## config.mk

```make
export PLATFORM = sky130hd
export DESIGN_NAME = vm_barrido_sel_flat
export DESIGN_NICKNAME = d
export VERILOG_FILES = /design/src/rtl/vm_barrido_sel_if.sv /design/src/rtl/vm_barrido_sel.sv /design/src/flat_wrapper.sv
export SDC_FILE = /design/constraint.sdc
export NUM_CORES = 1
export LEC_CHECK = 0
export CAP_MARGIN = 20
export CORE_AREA = 2 2 59 61
export CTS_BUF_LIST = sky130_fd_sc_hd__clkbuf_4
export DETAILED_ROUTE_END_ITERATION = 10
export DIE_AREA = 0 0 61 63
export PLACE_DENSITY = 0.79
export SETUP_SLACK_MARGIN = 0.05
export SYNTH_ARGS = -nofsm -noshare
export SYNTH_HDL_FRONTEND = slang
export SYNTH_SLANG_ARGS = --single-unit
```

## constraint.sdc

```tcl
create_clock -name clk -period 2.6 [get_ports clk]
set_input_delay 0.26 -clock clk [delete_from_list [all_inputs] [get_ports clk]]
set_output_delay 0.26 -clock clk [all_outputs]
set_load 0.03 [all_outputs]
```

## src/rtl/vm_barrido_sel_if.sv

```systemverilog
// Bundle between the channel-scan sequencer and its surroundings:
// the scan request and configuration, the mux select/sample path, and the sweep results.
interface vm_barrido_sel_if #(
  parameter int DWELL_W = 8
);
  logic               start;
  logic               cont;
  logic [3:0]         mask;
  logic [DWELL_W-1:0] dwell;
  logic               sal;
  logic               sel0;
  logic               sel1;
  logic [3:0]         muestras;
  logic               valido;
  logic               ocupado;

  modport master (
    output start, cont, mask, dwell, sal,
    input  sel0, sel1, muestras, valido, ocupado
  );

  modport slave (
    input  start, cont, mask, dwell, sal,
    output sel0, sel1, muestras, valido, ocupado
  );
endinterface

```

## src/rtl/vm_barrido_sel.sv

```systemverilog
// Channel-scan sequencer for a 4:1 mux: walks the enabled inputs in ascending order,
// holds each one for dwell+1 cycles, samples sal at the end of each hold and publishes a full sweep.
module vm_barrido_sel #(
  parameter int DWELL_W = 8
) (
  input logic             clk,
  input logic             rst_n,
  vm_barrido_sel_if.slave bus
);

  typedef enum logic {IDLE, HOLD} state_t;

  state_t             state;
  logic [1:0]         sel;
  logic [DWELL_W-1:0] cnt;
  logic [DWELL_W-1:0] dwell_l;
  logic [3:0]         mask_l;
  logic [3:0]         shadow;
  logic [3:0]         shadow_n;
  logic [3:0]         muestras;
  logic               valido;
  logic               ocupado;
  logic [3:0]         higher;

  function automatic logic [1:0] lowest(input logic [3:0] m);
    if (m[0])      lowest = 2'd0;
    else if (m[1]) lowest = 2'd1;
    else if (m[2]) lowest = 2'd2;
    else           lowest = 2'd3;
  endfunction

  // Enabled channels strictly above cur: mask off bits 0..cur.
  function automatic logic [3:0] above(input logic [3:0] m, input logic [1:0] cur);
    logic [3:0] upto;
    upto  = (4'b0010 << cur) - 4'd1;
    above = m & ~upto;
  endfunction

  always_comb begin
    shadow_n      = shadow;
    shadow_n[sel] = bus.sal;
    higher        = above(mask_l, sel);
  end

  always_ff @(posedge clk or negedge rst_n) begin
    if (!rst_n) begin
      state    <= IDLE;
      sel      <= 2'd0;
      cnt      <= '0;
      dwell_l  <= '0;
      mask_l   <= 4'd0;
      shadow   <= 4'd0;
      muestras <= 4'd0;
      valido   <= 1'b0;
      ocupado  <= 1'b0;
    end else begin
      valido <= 1'b0;
      case (state)
        IDLE: begin
          if (bus.start && (bus.mask != 4'd0)) begin
            mask_l  <= bus.mask;
            dwell_l <= bus.dwell;
            shadow  <= 4'd0;
            cnt     <= '0;
            sel     <= lowest(bus.mask);
            ocupado <= 1'b1;
            state   <= HOLD;
          end
        end
        HOLD: begin
          if (cnt != dwell_l) begin
            cnt <= cnt + 1'b1;
          end else begin
            cnt <= '0;
            if (higher != 4'd0) begin
              shadow <= shadow_n;
              sel    <= lowest(higher);
            end else begin
              muestras <= shadow_n & mask_l;
              valido   <= 1'b1;
              if (bus.cont && (bus.mask != 4'd0)) begin
                // Back-to-back sweep: new configuration takes effect with no idle gap.
                mask_l  <= bus.mask;
                dwell_l <= bus.dwell;
                shadow  <= 4'd0;
                sel     <= lowest(bus.mask);
              end else begin
                shadow  <= 4'd0;
                sel     <= 2'd0;
                ocupado <= 1'b0;
                state   <= IDLE;
              end
            end
          end
        end
        default: state <= IDLE;
      endcase
    end
  end

  assign bus.sel0     = sel[0];
  assign bus.sel1     = sel[1];
  assign bus.muestras = muestras;
  assign bus.valido   = valido;
  assign bus.ocupado  = ocupado;

endmodule

```

## src/flat_wrapper.sv

```systemverilog
// flat-port wrapper written by rule: the top's interface ports become plain ports
module vm_barrido_sel_flat 
#(
  parameter int DWELL_W = 8
)
  (clk, rst_n, bus_start, bus_cont, bus_mask, bus_dwell, bus_sal, bus_sel0, bus_sel1, bus_muestras, bus_valido, bus_ocupado);
  vm_barrido_sel_if #(.DWELL_W(DWELL_W)) bus_i ();
  input logic clk;
  input logic rst_n;
  input wire logic [$bits(bus_i.start)-1:0] bus_start;
  input wire logic [$bits(bus_i.cont)-1:0] bus_cont;
  input wire logic [$bits(bus_i.mask)-1:0] bus_mask;
  input wire logic [$bits(bus_i.dwell)-1:0] bus_dwell;
  input wire logic [$bits(bus_i.sal)-1:0] bus_sal;
  output wire logic [$bits(bus_i.sel0)-1:0] bus_sel0;
  output wire logic [$bits(bus_i.sel1)-1:0] bus_sel1;
  output wire logic [$bits(bus_i.muestras)-1:0] bus_muestras;
  output wire logic [$bits(bus_i.valido)-1:0] bus_valido;
  output wire logic [$bits(bus_i.ocupado)-1:0] bus_ocupado;
  assign bus_i.start = bus_start;
  assign bus_i.cont = bus_cont;
  assign bus_i.mask = bus_mask;
  assign bus_i.dwell = bus_dwell;
  assign bus_i.sal = bus_sal;
  assign bus_sel0 = bus_i.sel0;
  assign bus_sel1 = bus_i.sel1;
  assign bus_muestras = bus_i.muestras;
  assign bus_valido = bus_i.valido;
  assign bus_ocupado = bus_i.ocupado;
  vm_barrido_sel #(.DWELL_W(DWELL_W)) u_core (.clk(clk), .rst_n(rst_n), .bus(bus_i));
endmodule
```

## Word-level counts from Yosys, hierarchy flattened

Index checks and enable logic that the tools add are counted.

- $add $sub $neg: 2
- Multipliers: 0
- Div/mod/pow operators: 0
- Magnitude comparators: 2
- Equal/unequal tests: 6
- Shift-type cells: 1
- Multiplexer cells: 44
- Bitwise gates (word level): 6
- Reductions and logical operators: 9

Operators by type and width:

| operator | count |
|---|---|
| $mux W8 | 6 |
| $pmux W8 S2 | 2 |
| $mux W4 | 7 |
| $mux W2 | 8 |
| $pmux W4 S2 | 2 |
| $mux W1 | 14 |
| $add A8 B1 Y8 const B | 1 |
| $and A4 B4 Y4 | 2 |
| $ne A2 B2 Y1 const B | 4 |
| $ne A8 B8 Y1 | 1 |
| $reduce_and A4 Y1 | 2 |
| $reduce_bool A4 Y1 | 2 |
| $bwmux W4 | 1 |
| $not A4 Y4 | 1 |
| $pmux W1 S2 | 2 |
| $pmux W2 S2 | 1 |
| $shl A2 B2 Y4 const A | 1 |
| $sub A4 B1 Y4 const B | 1 |
| $logic_and A1 B1 Y1 | 3 |
| $lt A2 B3 Y1 const B | 1 |
| $not A1 Y1 | 3 |
| $reduce_and A3 Y1 | 1 |
| $demux W1 S2 | 1 |
| $ge A2 B1 Y1 const B | 1 |
| other kinds (2) | 2 |

- Register bits: 33
- Bits in latches: 0
- Memory bits (writable): 0
- Bits in read-only memories: 0
- Input bits: 17
- Output and inout bits: 8
- Logic and storage cells: 79
- Memories: 0

## Longest topological paths before layout

Gate-level depths: netlist of run 1.

- Word-level depth: 10
- Mapped depth: 7
- Mapped depth without buffers: 5

## Worst setup path after synthesis of run 1

No wires, ideal clock.

- Path kind: flip-flop to flip-flop
- Start point: register u_core.sel[1]
- End point: register u_core.dwell_l[0]
- Setup time: 0.125 ns
- Data arrival time: 2.016 ns
- Data required time: 2.475 ns
- Slack: 0.459 ns
- Stages on the path, launching flop included: 8
- Buffers on the path: 2
- Clock period less this slack: 2.141 ns
- Path through: dfrtp_1 -> buf_4 -> nand2b_1 -> a21oi_1 -> or3_4 -> o31ai_4 -> buf_6 -> mux2_4

- Longest elaborated chain between the ends: 7

RTL lines:

| what | RTL line | text |
|---|---|---|
| start: declaration | vm_barrido_sel.sv:14 | `logic [1:0] sel;` |
| start signal: assignment | vm_barrido_sel.sv:65 | `sel <= lowest(bus.mask);` |
| start signal: assignment | vm_barrido_sel.sv:77 | `sel <= lowest(higher);` |
| start signal: assignment | vm_barrido_sel.sv:86 | `sel <= lowest(bus.mask);` |
| $shl A2 B2 Y4 | vm_barrido_sel.sv:35 | `upto = (4'b0010 << cur) - 4'd1;` |
| $sub A4 B1 Y4 | vm_barrido_sel.sv:35 |  |
| $not A4 Y4 | vm_barrido_sel.sv:36 | `above = m & ~upto;` |
| $and A4 B4 Y4 | vm_barrido_sel.sv:36 |  |
| $reduce_bool A4 Y1 | vm_barrido_sel.sv:75 | `if (higher != 4'd0) begin` |
| $ne A2 B2 Y1 (no source line) | -- |  |
| $reduce_and A4 Y1 (no source line) | -- |  |
| end signal: assignment | vm_barrido_sel.sv:62 | `dwell_l <= bus.dwell;` |
| end signal: assignment | vm_barrido_sel.sv:84 | `dwell_l <= bus.dwell;` |
| end: declaration | vm_barrido_sel.sv:16 | `logic [DWELL_W-1:0] dwell_l;` |

No other way between the ends.
A chain may end at the register's enable or synchronous reset.

## Worst setup path after layout of run 1

- Start point: register u_core.mask_l[3]
- End point: register u_core.dwell_l[7]

- Longest elaborated chain between the ends: 4

RTL lines:

| what | RTL line | text |
|---|---|---|
| start: declaration | vm_barrido_sel.sv:17 | `logic [3:0] mask_l;` |
| start signal: assignment | vm_barrido_sel.sv:61 | `mask_l <= bus.mask;` |
| start signal: assignment | vm_barrido_sel.sv:83 | `mask_l <= bus.mask;` |
| $and A4 B4 Y4 | vm_barrido_sel.sv:36 |  |
| $reduce_bool A4 Y1 | vm_barrido_sel.sv:75 |  |
| $ne A2 B2 Y1 (no source line) | -- |  |
| $reduce_and A4 Y1 (no source line) | -- |  |

No other way between the ends.

==> metrics, run 1 <==
status=complete, no violations; hold bufs inserted after CTS=0; FF+latch count, synth=33; RSZ-0062 raised after global routing=false; Rows=21; Power Dens Cells=1107 mW/mm^2; slowest stage delay, CP=0.76 ns; via/cell ratio=5.638; first-pass GRT wire length=6.527 mm; Yosys cell types=39; Required @ worst endpoint=2.83 ns; post-placement cell count=224; Post-Syn Instances=156; fmax=0.4103 GHz; clock sink total=33; First-pass DRT Iterations=4; Critical Path Start Type=flip-flop; Crit path max-delay family=compound AO/OA/AOI/OAI gates; final hold slack=0.3069 ns; Syn Nets=174; max_slew headroom=0.4304; 1st-iter DRT viols=60; Total GRT Usage=0.2334; CP Class=reg -> reg; wire per inst=16.30 um; critical path cell sequence=inv_1 > a21oi_1 > or3_4 > o31ai_4 > mux2_2; Routed WL=3.782 mm; final net count=203; Leak=0.8655 nW; utilization after layout=0.6489; routed vias=1,308; clock skew=0.009907 ns; Fin. Hold Viols=0; Clk Latency, worst-skew pair=0.35 ns; Final min period=2.437 ns; Bufs on Longest Clock Path=2; Initial Utilization=0.5335; part of the cycle the worst path needs=0.9374; Max Cap Violations=0; CP max-delay cell=o31ai_4; vias in the first global route=1,359; Top FF cell, synth=dfrtp_1; worst slack, placed=0.1253 ns; Hold Crit Class=in -> async; setup violators final=0; input/output buffers=24; CP Max Fanout=12; share of cells above drive strength 1=0.1559; Ys Warns=0; Synth-to-Final Area Change=21.63%; Slew @ Worst Pin=0.8543 ns; Root Driver=clkbuf_4; ANT cells=0; CTS clk-pin slew, worst paths=0.10 ns; core area=0.003232 mm^2; # Post-CTS Setup Buffers=0; setup slack after layout=0.1627 ns; Post-Layout Cell Count=232; CTS H-tree lvls=2; Buf/Inv on CP=1; Final TNS setup=0 ns; die height=63 um; total power=2.320 mW; Arr. time, crit path=2.67 ns; die area=0.003843 mm^2; number of remaining DRC errors=0; grt total ovfl=0; Post-synth EDFFs=0; Seq/Total Area, Yosys=0.4790; VDD IR max=544.4 uV; synthesized area per cell=11.05 um^2; Area contributors post-synth=dfrtp_1, mux2_4, xnor2_1; Netlist Area Pre-Place=0.001724 mm^2; Post-DP HPWL=2.746 mm; max-slew violation count=0; ANT nets after route=0; Design Area, Final=0.002097 mm^2; TritonCTS clock tree=done; fillcell total=269; CP endpoint kind=flip-flop; Yosys top cell area share=0.4790; Synth area leader=dfrtp_1; I/O pins=25; largest net degree at the start of global routing=34; Resized Gates After CTS=0; register area=825.8 um^2; gpl congestion=0.8993; initial antenna violation count=0; Multi-input gate area=804.5 um^2; Placed Area=0.002018 mm^2; total CTS buffers=5; DIE WIDTH=61 um; Post-synth ARST share=1.000
synth_stat cells, types with 2 or more instances:
| master | n |
|---|---|
| mux2_4 | 9 |
| nor2_1 | 5 |
| nand4_1 | 2 |
| buf_2 | 3 |
| inv_1 | 10 |
| a21oi_1 | 3 |
| mux2i_1 | 6 |
| buf_6 | 2 |
| or3_1 | 4 |
| dfrtp_1 | 33 |
| o2bb2ai_1 | 4 |
| o21ai_0 | 12 |
| nand2_1 | 8 |
| o211ai_1 | 2 |
| o41ai_1 | 4 |
| nor3_1 | 4 |
| a31oi_1 | 6 |
| xnor2_1 | 10 |
| nand2b_1 | 3 |
| nand3_1 | 3 |
| mux2_2 | 2 |
| a32o_1 | 2 |
| clkbuf_1 | 3 |
power breakdown:
part	internal, mW	switching (mW)
registers	0.724	0.199
clock network	0.210	0.181
logic	0.514	0.492
total	1.45	0.872
sequential cells by signal (all words and copies together) (netlist names):
signal / cells
u_core.mask_l: 4
u_core.cnt: 8
u_core.bus.ocupado: 1
u_core.sel: 2
u_core.bus.valido: 1
u_core.shadow: 4
u_core.state: 1
u_core.bus.muestras: 4
u_core.dwell_l: 8
final cells by class:
cell class | count | area share
Clock inverter | 2 | 0.01611
Clock buffer | 6 | 0.02148
Multi-Input combinational cell | 104 | 0.3837
Sequential cell | 33 | 0.3938
Timing Repair Buffer | 31 | 0.1396
Tap cell | 46 | 0.02745
Inverter | 10 | 0.01790
worst reg2reg max path, stage by stage, from the launching register on:
cell,delay [ns]
dfrtp_1,0.40
inv_1,0.16
a21oi_1,0.13
or3_4,0.47
o31ai_4,0.76
mux2_2,0.42
cells by family after synthesis:
kind of cell / synth area share
AND/OR/NAND/NOR: 0.1038
buffers and inverters: 0.05443
multiplexers: 0.1263
adder cells (fa/ha/maj): 0.007256
XOR/XNOR: 0.05080
flip-flops: 0.4790
AO/OA/AOI/OAI: 0.1785
layout by cell type (no fill, tap or decap), types with 2 or more instances in the layout:
cell / instances
dfrtp_1: 33
clkdlybuf4s50_1: 24
o21ai_0: 12
xnor2_1: 10
inv_1: 10
mux2_4: 9
nand2_1: 8
buf_4: 7
a31oi_1: 6
mux2i_1: 6
clkbuf_4: 6
nor2_1: 5
nor3_1: 4
or3_1: 4
o41ai_1: 4
o2bb2ai_1: 4
nand2b_1: 3
a21oi_1: 3
nand3_1: 3
nand4_1: 2
a32o_1: 2
o211ai_1: 2
mux2_2: 2
per-layer routing:
metal	vias to the layer above	routed length (um)	GRT usage
met5	-	0	0
met4	0	101	0.08967
met3	12	194	0.07039
met2	45	1975	0.3925
met1	631	1511	0.2707
li1	620	-	-
path summary, 6_finish.rpt:
kind / start / end / slack, ns / cells past startpoint
max in group asynchronous: rst_n / u_core.mask_l[0]$_DFFE_PN0P_ / 2.00 / 2
min: rst_n / u_core.cnt[7]$_DFFE_PN0P_ / 0.31 / 2
min in group clk: u_core.shadow[1]$_DFFE_PN0P_ / u_core.shadow[1]$_DFFE_PN0P_ / 0.51 / 1
min reg2reg: u_core.shadow[1]$_DFFE_PN0P_ / u_core.shadow[1]$_DFFE_PN0P_ / 0.51 / 1
max: u_core.mask_l[3]$_DFFE_PN0P_ / u_core.dwell_l[7]$_DFFE_PN0P_ / 0.16 / 5
max reg2reg: u_core.mask_l[3]$_DFFE_PN0P_ / u_core.dwell_l[7]$_DFFE_PN0P_ / 0.16 / 5
No activity file was read; power rests on OpenSTA's default activity.
==> run 2: changes to the inputs <==
--- a/config.mk
+++ b/config.mk
@@ -6,11 +6,12 @@
 export NUM_CORES = 1
 export LEC_CHECK = 0
 export CAP_MARGIN = 20
-export CORE_AREA = 2 2 59 61
+export CORE_AREA = 2 2 55 57
 export CTS_BUF_LIST = sky130_fd_sc_hd__clkbuf_4
 export DETAILED_ROUTE_END_ITERATION = 10
-export DIE_AREA = 0 0 61 63
-export PLACE_DENSITY = 0.79
+export DIE_AREA = 0 0 57 59
+export DONT_BUFFER_PORTS = 1
+export PLACE_DENSITY = 0.78
 export SETUP_SLACK_MARGIN = 0.05
 export SYNTH_ARGS = -nofsm -noshare
 export SYNTH_HDL_FRONTEND = slang
==> metrics, run 2 (synthesis gave the netlist of run 1 again) <==
status=complete, no violations; via/cell ratio=6.197; critical path cell sequence=inv_1 > or3_4 > o31ai_4 > buf_4 > mux2_2; vias in the first global route=1,224; HP Start=bus_dwell[6]; Hold Crit Class=in -> reg; setup violators final=0; Bufs on Longest Clock Path=2; Crit path max-delay family=flip-flops; Reg2Reg Setup Slack=0.42 ns; routed vias=1,196; number of remaining DRC errors=0; ANT cells=0; Post-DP HPWL=2.402 mm; die height=59 um; CP endpoint kind=flip-flop; max-slew violation count=0; ANT nets after route=0; first-pass GRT wire length=5.837 mm; CP max-delay cell=dfrtp_1; input/output buffers=0; largest net degree at the start of global routing=34; 1st-iter DRT viols=40; Total GRT Usage=0.2325; Root Driver=clkbuf_4; total power=2.086 mW; post-placement cell count=183; RSZ-0062 raised after global routing=false; clock sink total=33; max_slew headroom=0.7684; Final min period=2.181 ns; Max Cap Violations=0; Required @ worst endpoint=2.83 ns; final net count=179; r2r endpoint=u_core.mask_l[2]$_DFFE_PN0P_; Fin. Hold Viols=0; total CTS buffers=5; CP Max Fanout=12; # Post-CTS Setup Buffers=0; clock skew=0.01321 ns; slowest stage delay, CP=0.57 ns; DIE WIDTH=57 um; Post-Layout Cell Count=193; initial antenna violation count=0; First-pass DRT Iterations=4; hold bufs inserted after CTS=2; Synth-to-Final Area Change=5.806%; grt total ovfl=0; Buf/Inv on CP=2; CP Class=reg -> reg; core area=0.002710 mm^2; die area=0.003363 mm^2; Largest regs=u_core.cnt: 8 flops, u_core.dwell_l: 8 flops; utilization after layout=0.6731; Power Dens Cells=1143 mW/mm^2; Clk Latency, worst-skew pair=0.35 ns; CTS clk-pin slew, worst paths=0.10 ns; CTS H-tree lvls=2; Resized Gates After CTS=0; share of cells above drive strength 1=0.1667; fmax=0.4586 GHz; Final TNS setup=0 ns; worst-case hold path end point=u_core.dwell_l[6]$_DFFE_PN0P_; worst reg-to-reg path cell count=5; Arr. time, crit path=2.41 ns; part of the cycle the worst path needs=0.8387; wire per inst=17.52 um; TritonCTS clock tree=done; Critical Path Start Type=flip-flop; VDD IR max=762.2 uV; Reg-to-Reg Start=u_core.state$_DFF_PN0_; Routed WL=3.382 mm; gpl congestion=0.8368; Slew @ Worst Pin=0.3429 ns; most frequent cells in the layout=dfrtp_1, o21ai_0, xnor2_1, inv_1, mux2_4; Hold Path Stages=1; Leak=0.7622 nW; most common cell after layout, fill and taps aside=dfrtp_1; I/O pins=25; Initial Utilization=0.6362; Rows=19
==> run 2: cell types whose count changed in the layout (fill, tap and decap cells not counted) <==
cell	previous run	this run
clkdlybuf4s50_1	24	0
buf_4	7	5
buf_12	0	1
bufinv_16	1	0
clkbuf_4	6	5
clkinv_1	1	2
clkinv_2	0	1
dlygate4sd3_1	0	1
==> run 2: worst max-delay path by stage <==
stage	startpoint	endpoint	slack [ns]	cells past startpoint
after global placement	u_core.state$_DFF_PN0_	u_core.mask_l[2]$_DFFE_PN0P_	0.52	5
after global routing	u_core.state$_DFF_PN0_	u_core.mask_l[2]$_DFFE_PN0P_	0.34	5
final	u_core.state$_DFF_PN0_	u_core.mask_l[2]$_DFFE_PN0P_	0.42	5
after CTS	u_core.state$_DFF_PN0_	u_core.mask_l[2]$_DFFE_PN0P_	0.44	5
after detailed placement	u_core.state$_DFF_PN0_	u_core.mask_l[2]$_DFFE_PN0P_	0.45	5
after floorplan	u_core.sel[1]$_DFFE_PN0P_	u_core.dwell_l[0]$_DFFE_PN0P_	0.46	7
==> run 2: cell type report <==
| class | instances | area (um^2) |
|---|---|---|
| Multi-Input combinational cell | 104 | 804.5 |
| Clock inverter | 3 | 12.51 |
| Timing Repair Buffer | 7 | 67.56 |
| Sequential cell | 33 | 825.8 |
| Tap cell | 31 | 38.79 |
| Fill cell | 203 | 885.9 |
| Inverter | 10 | 37.54 |
| Clock buffer | 5 | 37.54 |
==> run 2: through the flow <==
step / setup slack [ns] / hold slack (ns) / cell area [um^2]
3_5_place_dp: 0.4498 / -0.03481 / 1744
5_1_grt: 0.3352 / 0.04411 / 1824
2_1_floorplan: 0.4587 / -0.03559 / 1724
6_report: 0.4194 / 0.04946 / 1824
3_3_place_gp: 0.5207 / -0.03481 / 1744
4_1_cts: 0.4415 / 0.04895 / 1824
==> run 2: per-layer routing <==
metal	GRT usage	wire [um]	up-vias
li1	-	-	576
met1	0.3238	1601	571
met2	0.3235	1448	39
met3	0.08515	258	10
met4	0.1096	74	0
met5	0	0	-
==> run 2: power breakdown <==
group | internal, mW | switching, mW
Sequential | 0.723 | 0.246
Combinational | 0.435 | 0.410
Clock | 0.0975 | 0.174
Total | 1.26 | 0.830
==> RTL edit, RTL diff (flow settings as in run 2) <==
`DWELL_W` is set to 8 in 3 places; all go to 7.
--- a/src/rtl/vm_barrido_sel_if.sv
+++ b/src/rtl/vm_barrido_sel_if.sv
@@ -1,7 +1,7 @@
 // Bundle between the channel-scan sequencer and its surroundings:
 // the scan request and configuration, the mux select/sample path, and the sweep results.
 interface vm_barrido_sel_if #(
-  parameter int DWELL_W = 8
+  parameter int DWELL_W = 7
 );
   logic               start;
   logic               cont;
--- a/src/rtl/vm_barrido_sel.sv
+++ b/src/rtl/vm_barrido_sel.sv
@@ -1,7 +1,7 @@
 // Channel-scan sequencer for a 4:1 mux: walks the enabled inputs in ascending order,
 // holds each one for dwell+1 cycles, samples sal at the end of each hold and publishes a full sweep.
 module vm_barrido_sel #(
-  parameter int DWELL_W = 8
+  parameter int DWELL_W = 7
 ) (
   input logic             clk,
   input logic             rst_n,
--- a/src/flat_wrapper.sv
+++ b/src/flat_wrapper.sv
@@ -1,7 +1,7 @@
 // flat-port wrapper written by rule: the top's interface ports become plain ports
 module vm_barrido_sel_flat 
 #(
-  parameter int DWELL_W = 8
+  parameter int DWELL_W = 7
 )
   (clk, rst_n, bus_start, bus_cont, bus_mask, bus_dwell, bus_sal, bus_sel0, bus_sel1, bus_muestras, bus_valido, bus_ocupado);
   vm_barrido_sel_if #(.DWELL_W(DWELL_W)) bus_i ();
Ports: changed (resized bus_dwell); port bits go from 25 to 24. The function was not compared with the original's and may differ.
==> RTL edit against run 2 <==
  * Worst setup slack got worse by 110 ps
  * Global-route usage shrank 1.4 points
  * Largest cell class is now multi-input gates
  * Final area fell by 4.7%
  * Critical path depth stayed put
  * Sequential power decreased by 0.9%
  * Sequential cell count shrank 2
  * Area after synthesis decreased by 5.3%
  * Power is 1.6% lower
  * Clock skew grew 1.3 ps
  * Routed wire length is 5.9% lower
  * First-iteration DRC count fell by 15%
==> RTL edit: results (changes against run 2) <==
routability cong. 0.8457 (+1.1%); final non-filler cell total 178 (-7.8%); largest net degree at the start of global routing 32 (-5.9%); vias in the first global route 1,127 (-7.9%); post-detail-place hpwl 2.392 mm (-0.44%); list of most frequent post-synthesis cells dfrtp_1 (31), mux2_4 (14), nand2_1 (11); mux cell area share after synthesis 18.77% (+6.1 points); crit path max fanout 11 (-1); biggest regs u_core.cnt (7), u_core.dwell_l (7); number of post-CTS setup repair buffers 0 (unchanged); LEAKAGE 0.8102 nW (+6.3%); vias per inst 6.112 (-1.4%); CP max stage delay 620 ps (+50 ps); share of cells above drive strength 1 26.53% (+9.9 points); VDD IR max 0.9441 mV (+24%); clock buffer depth 2 (unchanged); post-synthesis cell count 138 (-12%); Slowest-stage cell, CP o31a_1; 1st-iter DRT viols 34 (-15%); Worst path top cell family by delay compound AO/OA/AOI/OAI gates; CP arrival 2510 ps (+100 ps); Seq/Total Area, Yosys 47.51% (-0.39 points); Yosys cell types 38 (-2.6%); Synth area leaders dfrtp_1 (48%), mux2_4 (13%), mux2_2 (3.4%); pre-CTS WS 332.3 ps (-117.5 ps); wire per inst 17.87 um (+2.0%); f_max 435.6 MHz (-5.0%); Synth Area in XOR/XNOR 4.828% (-0.25 points); Synth Net Count 155 (-11%); Synth Area in Adders 0.7663% (+0.041 points); Slew HR 52.52% (-24 points); Worst Skew 14.50 ps (+1.290 ps); first-pass GRT wire length 5.471 mm (-6.3%); GRT Total Usage 21.88% (-1.4 points); Synth Area in Compound Gates 12.49% (-5.4 points); dpl cell area 0.001657 mm^2 (-5.0%); Post-Place Cells 168 (-8.2%); status finished, final reports clean
## RTL edit: changes by cell type in the layout (fill, tap and decap cells not counted), moves of 4 or more
cell       change
xnor2_1        -5
o41ai_1        -4
nor2b_1        +5
a31oi_1        -4
xor2_1         +4
inv_1          -6
o2bb2ai_1      -4
mux2_4         +5
or3_1          -4
o21ai_0        -7
## RTL edit: final timing paths
path                            slack, ps  cells after the start             start                 to
worst max-delay path                  300                      5     u_core.sel[1]  u_core.dwell_l[6]
worst min-delay path                   60                      1       bus_mask[1]   u_core.mask_l[1]
worst max register to register        300                      5     u_core.sel[1]  u_core.dwell_l[6]
worst min register to register        530                      1  u_core.mask_l[0]   u_core.mask_l[0]
max in group asynchronous            2070                      2             rst_n  u_core.dwell_l[0]
min in group asynchronous             350                      2             rst_n      u_core.sel[0]
## RTL edit: timing repair
| item | 4_1_cts | 5_1_grt |
|---|---|---|
| hold buffers | 2 | 0 |
| resized for setup | 0 | 0 |
| hold endpoints to repair | 31 | 0 |
## RTL edit: final cells by class
cell class	instances	area [um^2]
inverters	5	18.77
repair buffers	4	45.04
fillers	214	970.9
clock inverters	3	15.01
clock buffers	5	37.54
flip-flops and latches	31	775.7
well taps	31	38.79
multi-input cells	99	808.3
## RTL edit: logic make-up (layout without fill, tap and decap cells)
logic type               Yosys count  in the layout
adder cells (fa/ha/maj)            1              1
multiplexers                      23             23
XOR/XNOR                           9              9
AO/OA/AOI/OAI                     29             29
buffers and inverters              8             17
AND/OR/NAND/NOR                   37             37
flip-flops                        31             31
## RTL edit: per-layer routing
metal / share of wire (%) / wire, um / track usage [%] / vias up
met5: 0 / 0 / 0 / -
met4: 1.0 / 32 / 7.309 / 0
met3: 6.6 / 210 / 7.424 / 5
met2: 46 / 1472 / 33.83 / 44
met1: 46 / 1465 / 29.18 / 530
li1: - / - / - / 509
## RTL edit: power by group
group / leakage [nW] / internal [mW] / switching [mW]
combinational: 0.395 / 0.446 / 0.377
clock: 0.0263 / 0.0990 / 0.171
sequential: 0.389 / 0.682 / 0.277
total: 0.810 / 1.23 / 0.825
